$ cat config.mk
export PLATFORM = sky130hd
export DESIGN_NAME = axi_lite_req_arbiter
export DESIGN_NICKNAME = d
export VERILOG_FILES = /design/src/rtl/axi_lite_pkg.sv /design/src/rtl/rr_arbiter.sv /design/src/rtl/axi_lite_req_arbiter.sv
export SDC_FILE = /design/constraint.sdc
export NUM_CORES = 1
export LEC_CHECK = 0
export CAP_MARGIN = 40
export CORE_AREA = 2 2 126 128
export CTS_CLUSTER_DIAMETER = 30
export DETAILED_ROUTE_END_ITERATION = 7
export DIE_AREA = 0 0 128 130
export GPL_ROUTABILITY_DRIVEN = 1
export PLACE_DENSITY = 0.73
export RECOVER_POWER = 50
export SLEW_MARGIN = 10
export SYNTH_ARGS = -nofsm -noshare
export SYNTH_HDL_FRONTEND = slang
export SYNTH_SLANG_ARGS = --single-unit
$ cat constraint.sdc
create_clock -name aclk -period 2 [get_ports aclk]
set_clock_uncertainty 0.2 [all_clocks]
set_input_delay 0.4 -clock aclk [delete_from_list [all_inputs] [get_ports aclk]]
set_output_delay 0.4 -clock aclk [all_outputs]
set_load 0.02 [all_outputs]
$ cat src/rtl/axi_lite_pkg.sv
`default_nettype none
// ----------------------------------------------------------------------------
// axi_lite_pkg
// Shared types and constants for the AXI-Lite request arbiter.
// Rev 1.0 - initial release
// ----------------------------------------------------------------------------
package axi_lite_pkg;

  localparam int ADDR_W = 32;
  localparam int DATA_W = 32;
  localparam int STRB_W = DATA_W / 8;

  localparam logic [1:0] RESP_OKAY   = 2'b00;
  localparam logic [1:0] RESP_SLVERR = 2'b10;

  typedef enum logic [2:0] {
    ST_IDLE  = 3'd0,
    ST_RADDR = 3'd1,
    ST_RDATA = 3'd2,
    ST_WRITE = 3'd3,
    ST_WRESP = 3'd4,
    ST_RESP  = 3'd5
  } arb_state_t;

  // SLVERR and DECERR both carry bit 1; OKAY and EXOKAY do not.
  function automatic logic resp_is_err(input logic [1:0] resp);
    return (resp & RESP_SLVERR) != RESP_OKAY;
  endfunction

endpackage
`default_nettype wire

$ cat src/rtl/rr_arbiter.sv
`default_nettype none
// ----------------------------------------------------------------------------
// rr_arbiter
// Combinational round-robin pick: the first active request found when
// scanning upward from the requester after the previous winner.
// Rev 1.0 - initial release
// ----------------------------------------------------------------------------
module rr_arbiter #(
  parameter int NUM_REQ = 2,
  parameter int GID_W   = (NUM_REQ > 2) ? $clog2(NUM_REQ) : 1
) (
  input  logic [NUM_REQ-1:0] req_i,
  input  logic [GID_W-1:0]   last_i,
  output logic [NUM_REQ-1:0] grant_o,
  output logic [GID_W-1:0]   grant_id_o,
  output logic               any_grant_o
);

  // Scan last+1 .. last+NUM_REQ (mod NUM_REQ); the previous winner is checked last.
  always_comb begin
    logic [GID_W-1:0] idx;
    grant_o     = '0;
    grant_id_o  = '0;
    any_grant_o = 1'b0;
    idx         = '0;
    for (int off = 1; off <= NUM_REQ; off++) begin
      idx = GID_W'((int'(last_i) + off) % NUM_REQ);
      if (!any_grant_o && req_i[idx]) begin
        grant_o[idx] = 1'b1;
        grant_id_o   = idx;
        any_grant_o  = 1'b1;
      end
    end
  end

endmodule
`default_nettype wire

$ cat src/rtl/axi_lite_req_arbiter.sv
`default_nettype none
// ----------------------------------------------------------------------------
// axi_lite_req_arbiter
// Shares one AXI-Lite master port between NUM_REQ local requesters, one
// single-beat command at a time, round-robin, with a one-cycle response pulse.
// Rev 1.0 - initial release
// ----------------------------------------------------------------------------
module axi_lite_req_arbiter
  import axi_lite_pkg::*;
#(
  parameter int NUM_REQ = 2,
  parameter int GID_W   = (NUM_REQ > 2) ? $clog2(NUM_REQ) : 1
) (
  input  logic                      aclk,
  input  logic                      areset_n,
  // Requester side
  input  logic [NUM_REQ-1:0]        req_valid,
  output logic [NUM_REQ-1:0]        req_ready,
  input  logic [NUM_REQ-1:0]        req_write,
  input  logic [NUM_REQ*ADDR_W-1:0] req_addr,
  input  logic [NUM_REQ*DATA_W-1:0] req_wdata,
  input  logic [NUM_REQ*STRB_W-1:0] req_wstrb,
  output logic [NUM_REQ-1:0]        rsp_valid,
  output logic [DATA_W-1:0]         rsp_rdata,
  output logic                      rsp_err,
  output logic                      busy,
  output logic [GID_W-1:0]          grant_id,
  // AW channel
  output logic                      awvalid,
  input  logic                      awready,
  output logic [ADDR_W-1:0]         awaddr,
  // W channel
  output logic                      wvalid,
  input  logic                      wready,
  output logic [DATA_W-1:0]         wdata,
  output logic [STRB_W-1:0]         wstrb,
  // B channel
  input  logic                      bvalid,
  output logic                      bready,
  input  logic [1:0]                bresp,
  // AR channel
  output logic                      arvalid,
  input  logic                      arready,
  output logic [ADDR_W-1:0]         araddr,
  // R channel
  input  logic                      rvalid,
  output logic                      rready,
  input  logic [DATA_W-1:0]         rdata,
  input  logic [1:0]                rresp
);

  arb_state_t          state_q;
  logic [GID_W-1:0]    grant_q;
  logic [ADDR_W-1:0]   addr_q;
  logic [DATA_W-1:0]   wdata_q;
  logic [STRB_W-1:0]   wstrb_q;
  logic [DATA_W-1:0]   rdata_q;
  logic                err_q;
  logic                busy_q;
  logic                arvalid_q;
  logic                rready_q;
  logic                awvalid_q;
  logic                wvalid_q;
  logic                bready_q;
  logic                aw_done_q;
  logic                w_done_q;
  logic [NUM_REQ-1:0]  rsp_valid_q;

  logic [NUM_REQ-1:0]  arb_grant;
  logic [GID_W-1:0]    arb_gid;
  logic                arb_any;
  logic [ADDR_W-1:0]   sel_addr;
  logic [DATA_W-1:0]   sel_wdata;
  logic [STRB_W-1:0]   sel_wstrb;
  logic                sel_write;
  logic                aw_done_d;
  logic                w_done_d;
  logic [NUM_REQ-1:0]  grant_dec;

  rr_arbiter #(
    .NUM_REQ (NUM_REQ),
    .GID_W   (GID_W)
  ) u_rr_arbiter (
    .req_i       (req_valid),
    .last_i      (grant_q),
    .grant_o     (arb_grant),
    .grant_id_o  (arb_gid),
    .any_grant_o (arb_any)
  );

  // Route the winning requester's command fields to the latch inputs.
  always_comb begin
    sel_addr  = '0;
    sel_wdata = '0;
    sel_wstrb = '0;
    sel_write = 1'b0;
    for (int i = 0; i < NUM_REQ; i++) begin
      if (arb_grant[i]) begin
        sel_addr  = req_addr[i*ADDR_W +: ADDR_W];
        sel_wdata = req_wdata[i*DATA_W +: DATA_W];
        sel_wstrb = req_wstrb[i*STRB_W +: STRB_W];
        sel_write = req_write[i];
      end
    end
  end

  // AW and W complete independently; either may finish first or both together.
  assign aw_done_d = aw_done_q | (awvalid_q & awready);
  assign w_done_d  = w_done_q  | (wvalid_q  & wready);
  assign grant_dec = NUM_REQ'(1) << grant_q;

  // Main sequencer: one outstanding transaction, all handshake outputs registered.
  always_ff @(posedge aclk) begin
    if (!areset_n) begin
      state_q     <= ST_IDLE;
      grant_q     <= GID_W'(NUM_REQ - 1);
      addr_q      <= '0;
      wdata_q     <= '0;
      wstrb_q     <= '0;
      rdata_q     <= '0;
      err_q       <= 1'b0;
      busy_q      <= 1'b0;
      arvalid_q   <= 1'b0;
      rready_q    <= 1'b0;
      awvalid_q   <= 1'b0;
      wvalid_q    <= 1'b0;
      bready_q    <= 1'b0;
      aw_done_q   <= 1'b0;
      w_done_q    <= 1'b0;
      rsp_valid_q <= '0;
    end else begin
      case (state_q)
        ST_IDLE: begin
          if (arb_any) begin
            grant_q <= arb_gid;
            addr_q  <= sel_addr;
            wdata_q <= sel_wdata;
            wstrb_q <= sel_wstrb;
            busy_q  <= 1'b1;
            if (sel_write) begin
              awvalid_q <= 1'b1;
              wvalid_q  <= 1'b1;
              aw_done_q <= 1'b0;
              w_done_q  <= 1'b0;
              state_q   <= ST_WRITE;
            end else begin
              arvalid_q <= 1'b1;
              state_q   <= ST_RADDR;
            end
          end
        end
        ST_RADDR: begin
          if (arready) begin
            arvalid_q <= 1'b0;
            rready_q  <= 1'b1;
            state_q   <= ST_RDATA;
          end
        end
        ST_RDATA: begin
          if (rvalid) begin
            rready_q    <= 1'b0;
            rdata_q     <= rdata;
            err_q       <= resp_is_err(rresp);
            rsp_valid_q <= grant_dec;
            state_q     <= ST_RESP;
          end
        end
        ST_WRITE: begin
          aw_done_q <= aw_done_d;
          w_done_q  <= w_done_d;
          awvalid_q <= ~aw_done_d;
          wvalid_q  <= ~w_done_d;
          if (aw_done_d && w_done_d) begin
            bready_q <= 1'b1;
            state_q  <= ST_WRESP;
          end
        end
        ST_WRESP: begin
          if (bvalid) begin
            bready_q    <= 1'b0;
            rdata_q     <= '0;
            err_q       <= resp_is_err(bresp);
            rsp_valid_q <= grant_dec;
            state_q     <= ST_RESP;
          end
        end
        ST_RESP: begin
          rsp_valid_q <= '0;
          busy_q      <= 1'b0;
          state_q     <= ST_IDLE;
        end
        default: begin
          state_q <= ST_IDLE;
        end
      endcase
    end
  end

  // Accept is combinational so the winner sees ready in its request cycle.
  assign req_ready = (areset_n && state_q == ST_IDLE) ? arb_grant : '0;

  assign rsp_valid = rsp_valid_q;
  assign rsp_rdata = rdata_q;
  assign rsp_err   = err_q;
  assign busy      = busy_q;
  assign grant_id  = grant_q;

  assign awvalid   = awvalid_q;
  assign awaddr    = addr_q;
  assign wvalid    = wvalid_q;
  assign wdata     = wdata_q;
  assign wstrb     = wstrb_q;
  assign bready    = bready_q;
  assign arvalid   = arvalid_q;
  assign araddr    = addr_q;
  assign rready    = rready_q;

endmodule
`default_nettype wire

**After elaboration in Yosys (flattened, before gate mapping)**

Cells that the tools add are included.

- Register bits: 115
- Bits of input ports: 183
- Output and inout bits: 144
- Logic and storage cells: 124

- Add/subtract/negate cells: 2
- $lt $le $gt $ge: 4
- Equal/unequal tests: 12
- Shift-type cells: 1
- Multiplexer cells: 59
- Bitwise gates (word level): 7
- Reductions and logical operators: 23

Operator list:

| cell | count |
|---|---|
| 32-bit two-way mux | 6 |
| 32-bit case mux with 2 select lines | 1 |
| 1-bit two-way mux | 26 |
| 1-bit case mux with 2 select lines | 9 |
| 3-bit two-way mux | 5 |
| 3-bit case mux with 5 select lines | 1 |
| 3-bit AND reduction | 5 |
| 2-bit != test (second input constant) | 7 |
| 2-bit two-way mux | 6 |
| 2-bit nonzero test | 6 |
| 4-bit two-way mux | 2 |
| 3-bit by 2-bit == test with 1-bit output (second input constant) | 2 |
| 3-bit == test (second input constant) | 2 |
| 2-bit case mux with 3 select lines | 1 |
| 1-bit logical AND | 5 |
| 5-bit AND reduction | 1 |
| 1-bit by 2-bit less-than comparator with 1-bit output (second input constant) | 2 |
| 2-bit AND reduction | 2 |
| 4-bit AND reduction | 1 |
| 3-bit by 1-bit == test with 1-bit output (second input constant) | 1 |
| 3-bit zero test | 1 |
| 3-bit nonzero test | 1 |
| 1-bit adder (second input constant) | 2 |
| 1-bit bitwise AND | 2 |
| other kinds (7) | 11 |

**Depth between registers and ports, before layout**

- Depth in word-level cells: 13
- Depth in mapped cells: 8
- Mapped depth without buffers: 4

**Cells and area by module**

Synthesis repeated with hierarchy kept, for this count alone.

- Cells, all modules: 547
- Area, all modules: 5367.6 um^2

Modules (own cells, without submodules):

| module | times used | cells each | area an instance (um^2) | sequential area each (um^2) |
|---|---|---|---|---|
| axi_lite_req_arbiter | 1 | 542 | 5335.1 | 2302.2 |
| rr_arbiter | 1 | 5 | 32.5 | 0.0 |

**Worst setup path after synthesis**

Ideal clock, no wire load.

- Kind: input to output
- Start: input port req_valid[0]
- End: output port req_ready[1]
- Arrival time: 1.448 ns
- Required time: 1.400 ns
- Slack: -0.048 ns
- Stages: 5
- Path buffers: 3
- Path through: buf_2 > a21boi_2 > buf_2 > buf_2 > and3_1

- Cells in the longest elaborated chain, start to end: 7
- Elaborated cells on any way between the ends: 11
- Those cells by class: mux (8); bitwise (1); reduce/logical (2)

RTL lines:

| item | line | source |
|---|---|---|
| from (decl) | axi_lite_req_arbiter.sv:17 | `input logic [NUM_REQ-1:0] req_valid,` |
| 1-bit two-way mux (implied by the code) (2 in a row) | rr_arbiter.sv:28 | `if (!any_grant_o && req_i[idx]) begin` |
| 1-bit two-way mux | rr_arbiter.sv:28 |  |
| 1-bit zero test | rr_arbiter.sv:28 |  |
| 1-bit logical AND | rr_arbiter.sv:28 |  |
| 2-bit two-way mux * | rr_arbiter.sv:28 |  |
| 2-bit two-way mux * | axi_lite_req_arbiter.sv:200 | `assign req_ready = (areset_n && state_q == ST_IDLE) ? arb_grant : '0;` |
| to (decl) | axi_lite_req_arbiter.sv:18 | `output logic [NUM_REQ-1:0] req_ready,` |

Mark *: on every way between the ends. The rest lies on a longest branch, timed or not. The select of a mux whose other input is x is not followed.

**Worst setup path in the final report**

- Start: register addr_q[30] (netlist: araddr[30])
- End: output port awaddr[30]

RTL lines:

| item | line | source |
|---|---|---|
| from (decl) | axi_lite_req_arbiter.sv:54 | `logic [ADDR_W-1:0] addr_q;` |
| from (signal assigned) | axi_lite_req_arbiter.sv:136 | `addr_q <= sel_addr;` |
| to (decl) | axi_lite_req_arbiter.sv:31 | `output logic [ADDR_W-1:0] awaddr,` |

No word-level cell between the ends.

==> summary.txt <==
Worst setup path
  • Nature of the critical path startpoint: register
  • Critical Path Max Stage Delay: 0.61 ns
  • CP Cell Sequence: clkdlybuf4s50_1
  • Crit path capture type: output port
  • WP buf/inv: 1
  • Crit path max-delay family: buffers and inverters
  • Setup CP Type: reg -> out
  • CP required: 1.40 ns
  • Arr. time, crit path: 1.36 ns
  • Crit-path slowest cell: clkdlybuf4s50_1
  • Largest fanout on the critical path: 3

Flow run
  • Max_cap viols: 0

Routing
  • DRC viols: 0
  • DR iter-0 viols: 224
  • Vias/cell: 4.98
  • Antenna viol nets, final: 0
  • Final wirelength: 17.0 mm
  • Via count: 5187
  • Drt first pass iters: 4
  • Routed wire per std cell: 16.3 um

Timing
  • Final worst slack: 0.0409 ns
  • RSZ-0062 raised after global routing: yes
  • Worst-Margin Slew: 0.449 ns
  • Post-layout minimum cycle time: 1.96 ns
  • Endpoints failing setup: 0
  • Worst hold slack: 0.272 ns
  • Relative slew margins: 69.8%
  • Final worst-path cycle share: 98.0%
  • Max-slew violation count: 0
  • Fin. Hold Viols: 0
  • Fmax: 510 MHz

Floorplanning
  • Die Span X: 128 um
  • Die area: 16600 um^2
  • Ports: 327
  • Die height: 130 um
  • Num rows: 46
  • Core Region: 15400 um^2
  • Initial Util: 31.2%

Final layout
  • Final Non-Filler Cells: 1042
  • Area grow syn2layout: 74.6%
  • Final net count: 1019
  • Final instance area: 8390 um^2
  • Layout cells sized above 1: 9.42%

Place
  • Port Buf Inserts: 324
  • Placed insts: 1005
  • Post-DP HPWL: 12.5 mm
  • Place WS: -0.283 ns
  • GP Congestion: 0.781
  • Area after DPL: 8220 um^2

Synth
  • Cells after Synth: 541
  • Net Count, Synth: 724
  • Sequential share of the synthesized area: 47.9%
  • Count leader, synth: dfxtp_1
  • Ys async rst share: 0%
  • Top cells by area, synth: dfxtp_1 48%, a221oi_1 12%, nor2_1 8.4%, nor3_1 7.6%, buf_4 5.2%
  • Area leader, netlist: dfxtp_1
  • Primary FF master, synth: dfxtp_1
  • #FFs+latches synth: 115
  • Ys Warns: 0
  • Post-synth EDFFs: 0
  • Syn Area/Cell: 8.89 um^2
  • Post-Syn Area: 4810 um^2
  • Post-synth top area share: 47.9%
  • Yosys cell types: 39
  • Commonest cells post-synth: 115 x dfxtp_1, 107 x nor2_1, 73 x nor3_1

Clock tree
  • Worst skew pair latency: 0.40 ns
  • Cts bufs inserted: 17
  • Level count of the clock H-tree: 4
  • Clk root buf: clkbuf_16
  • Hold buffers post-CTS: 0
  • Clock tree buffer depth: 2
  • CTS Sinks: 115
  • Clock transition at path regs: 0.05 ns
  • CTS tree: yes

GRT
  • Total congestion overflow: 0
  • First-pass GRT wire length: 26.5 mm
  • Largest net degree at the start of global routing: 50
  • Initial antenna violation count: 2
  • Total track usage: 20.3%
  • Vias in the first global route: 5069

Worst hold path
  • Worst hold-check path type: reg -> reg

Pwr
  • Tot Pwr: 11.9 mW
  • Max VDD drop: 645 uV
  • P per Cell Area: 1420 nW/um^2
  • Lkg Pwr: 3.28 nW

Status
  • Status: completed
-- worst reg2reg max path: stages (launching register included) --
cell and delay, ns:
dfxtp_1 0.37, clkbuf_1 0.32, and3b_1 0.34, o21ai_0 0.13, buf_4 0.16, a211oi_1 0.19, a31o_2 0.13
-- logic make-up after synthesis --
family,share of synthesized area [%]
simple gates,18.9
buf+inv,10.9
compound gates,22.3
flops,47.9
-- power breakdown --
group | switching, mW | internal [mW] | total (mW) | leakage (nW)
logic | 3.28 | 2.41 | 5.69 | 2.07
registers | 0.469 | 3.01 | 3.48 | 0.946
clock network | 1.03 | 1.72 | 2.76 | 0.262
-- worst paths after layout --
check / start / endpoint / slack, ns / cells past startpoint
max: araddr[30] / awaddr[30] / 0.04 / 1
min: rsp_valid[0] / rsp_valid[0] / 0.27 / 2
max reg2reg: state_q[1] / state_q[0] / 0.11 / 6
min reg2reg: rsp_valid[0] / rsp_valid[0] / 0.27 / 2
-- per-stage QoR --
stage	setup TNS [ns]	util (%)
floorplan	0	-
CTS	0	56.6
global route	-0.166	54.4
detailed placement	-12.84	53.3
global placement	-10.40	53.3
finish	0	54.4
-- state kept, by name (all words and copies together) (netlist names), 2 cells and up --
name	flops
wdata	32
rsp_rdata	32
wstrb	4
state_q	3
araddr	32
rsp_valid	2
-- placed cells by master, fill, tap and decap left out, types with 2 or more instances in the layout --
cell type | netlist | layout
clkdlybuf4s50_1 | 0 | 216
dfxtp_1 | 115 | 112
nor2_1 | 107 | 107
nor3_1 | 73 | 73
a221oi_1 | 68 | 68
clkbuf_1 | 28 | 60
dlygate4sd2_1 | 0 | 50
a22oi_1 | 32 | 32
buf_4 | 33 | 22
clkbuf_16 | 0 | 17
buf_12 | 0 | 13
a21oi_1 | 10 | 10
clkinv_2 | 0 | 8
nand2b_1 | 4 | 4
inv_1 | 5 | 4
nand3_1 | 4 | 4
nand2_1 | 4 | 4
o21ai_0 | 3 | 3
clkinvlp_4 | 0 | 3
buf_6 | 5 | 3
and3_4 | 0 | 2
nand3b_1 | 2 | 2
and3_1 | 4 | 2
a31oi_1 | 2 | 2
o311a_1 | 2 | 2
dfxtp_2 | 0 | 2
-- area by class of cell --
type | count | area [um^2]
Sequential cell | 115 | 2310
Fill cell | 1484 | 7030
Clock inverter | 11 | 87.6
Multi-Input combinational cell | 336 | 2010
Inverter | 5 | 20.0
Clock buffer | 21 | 450
Timing Repair Buffer | 361 | 3270
Tap cell | 192 | 240
Antenna cell | 1 | 2.50
-- what timing repair did --
action                                  CTS  global route
resized for setup                        53            62
endpoints found under the setup margin   52            59
buffers inserted                          4             0
pin swaps                                 1             0
gates cloned                              0             0
-- per-layer routing --
| layer | wire length, um | part of all wire, % | global-route usage, % | up-vias |
|---|---|---|---|---|
| li1 | - | - | - | 2570 |
| met1 | 7200 | 42 | 24.1 | 2399 |
| met2 | 8330 | 49 | 34.0 | 208 |
| met3 | 1410 | 8.3 | 8.82 | 8 |
| met4 | 76 | 0.45 | 4.78 | 2 |
| met5 | 11 | 0.065 | 0 | - |
Note: power is estimated with default switching activity, not from simulation.
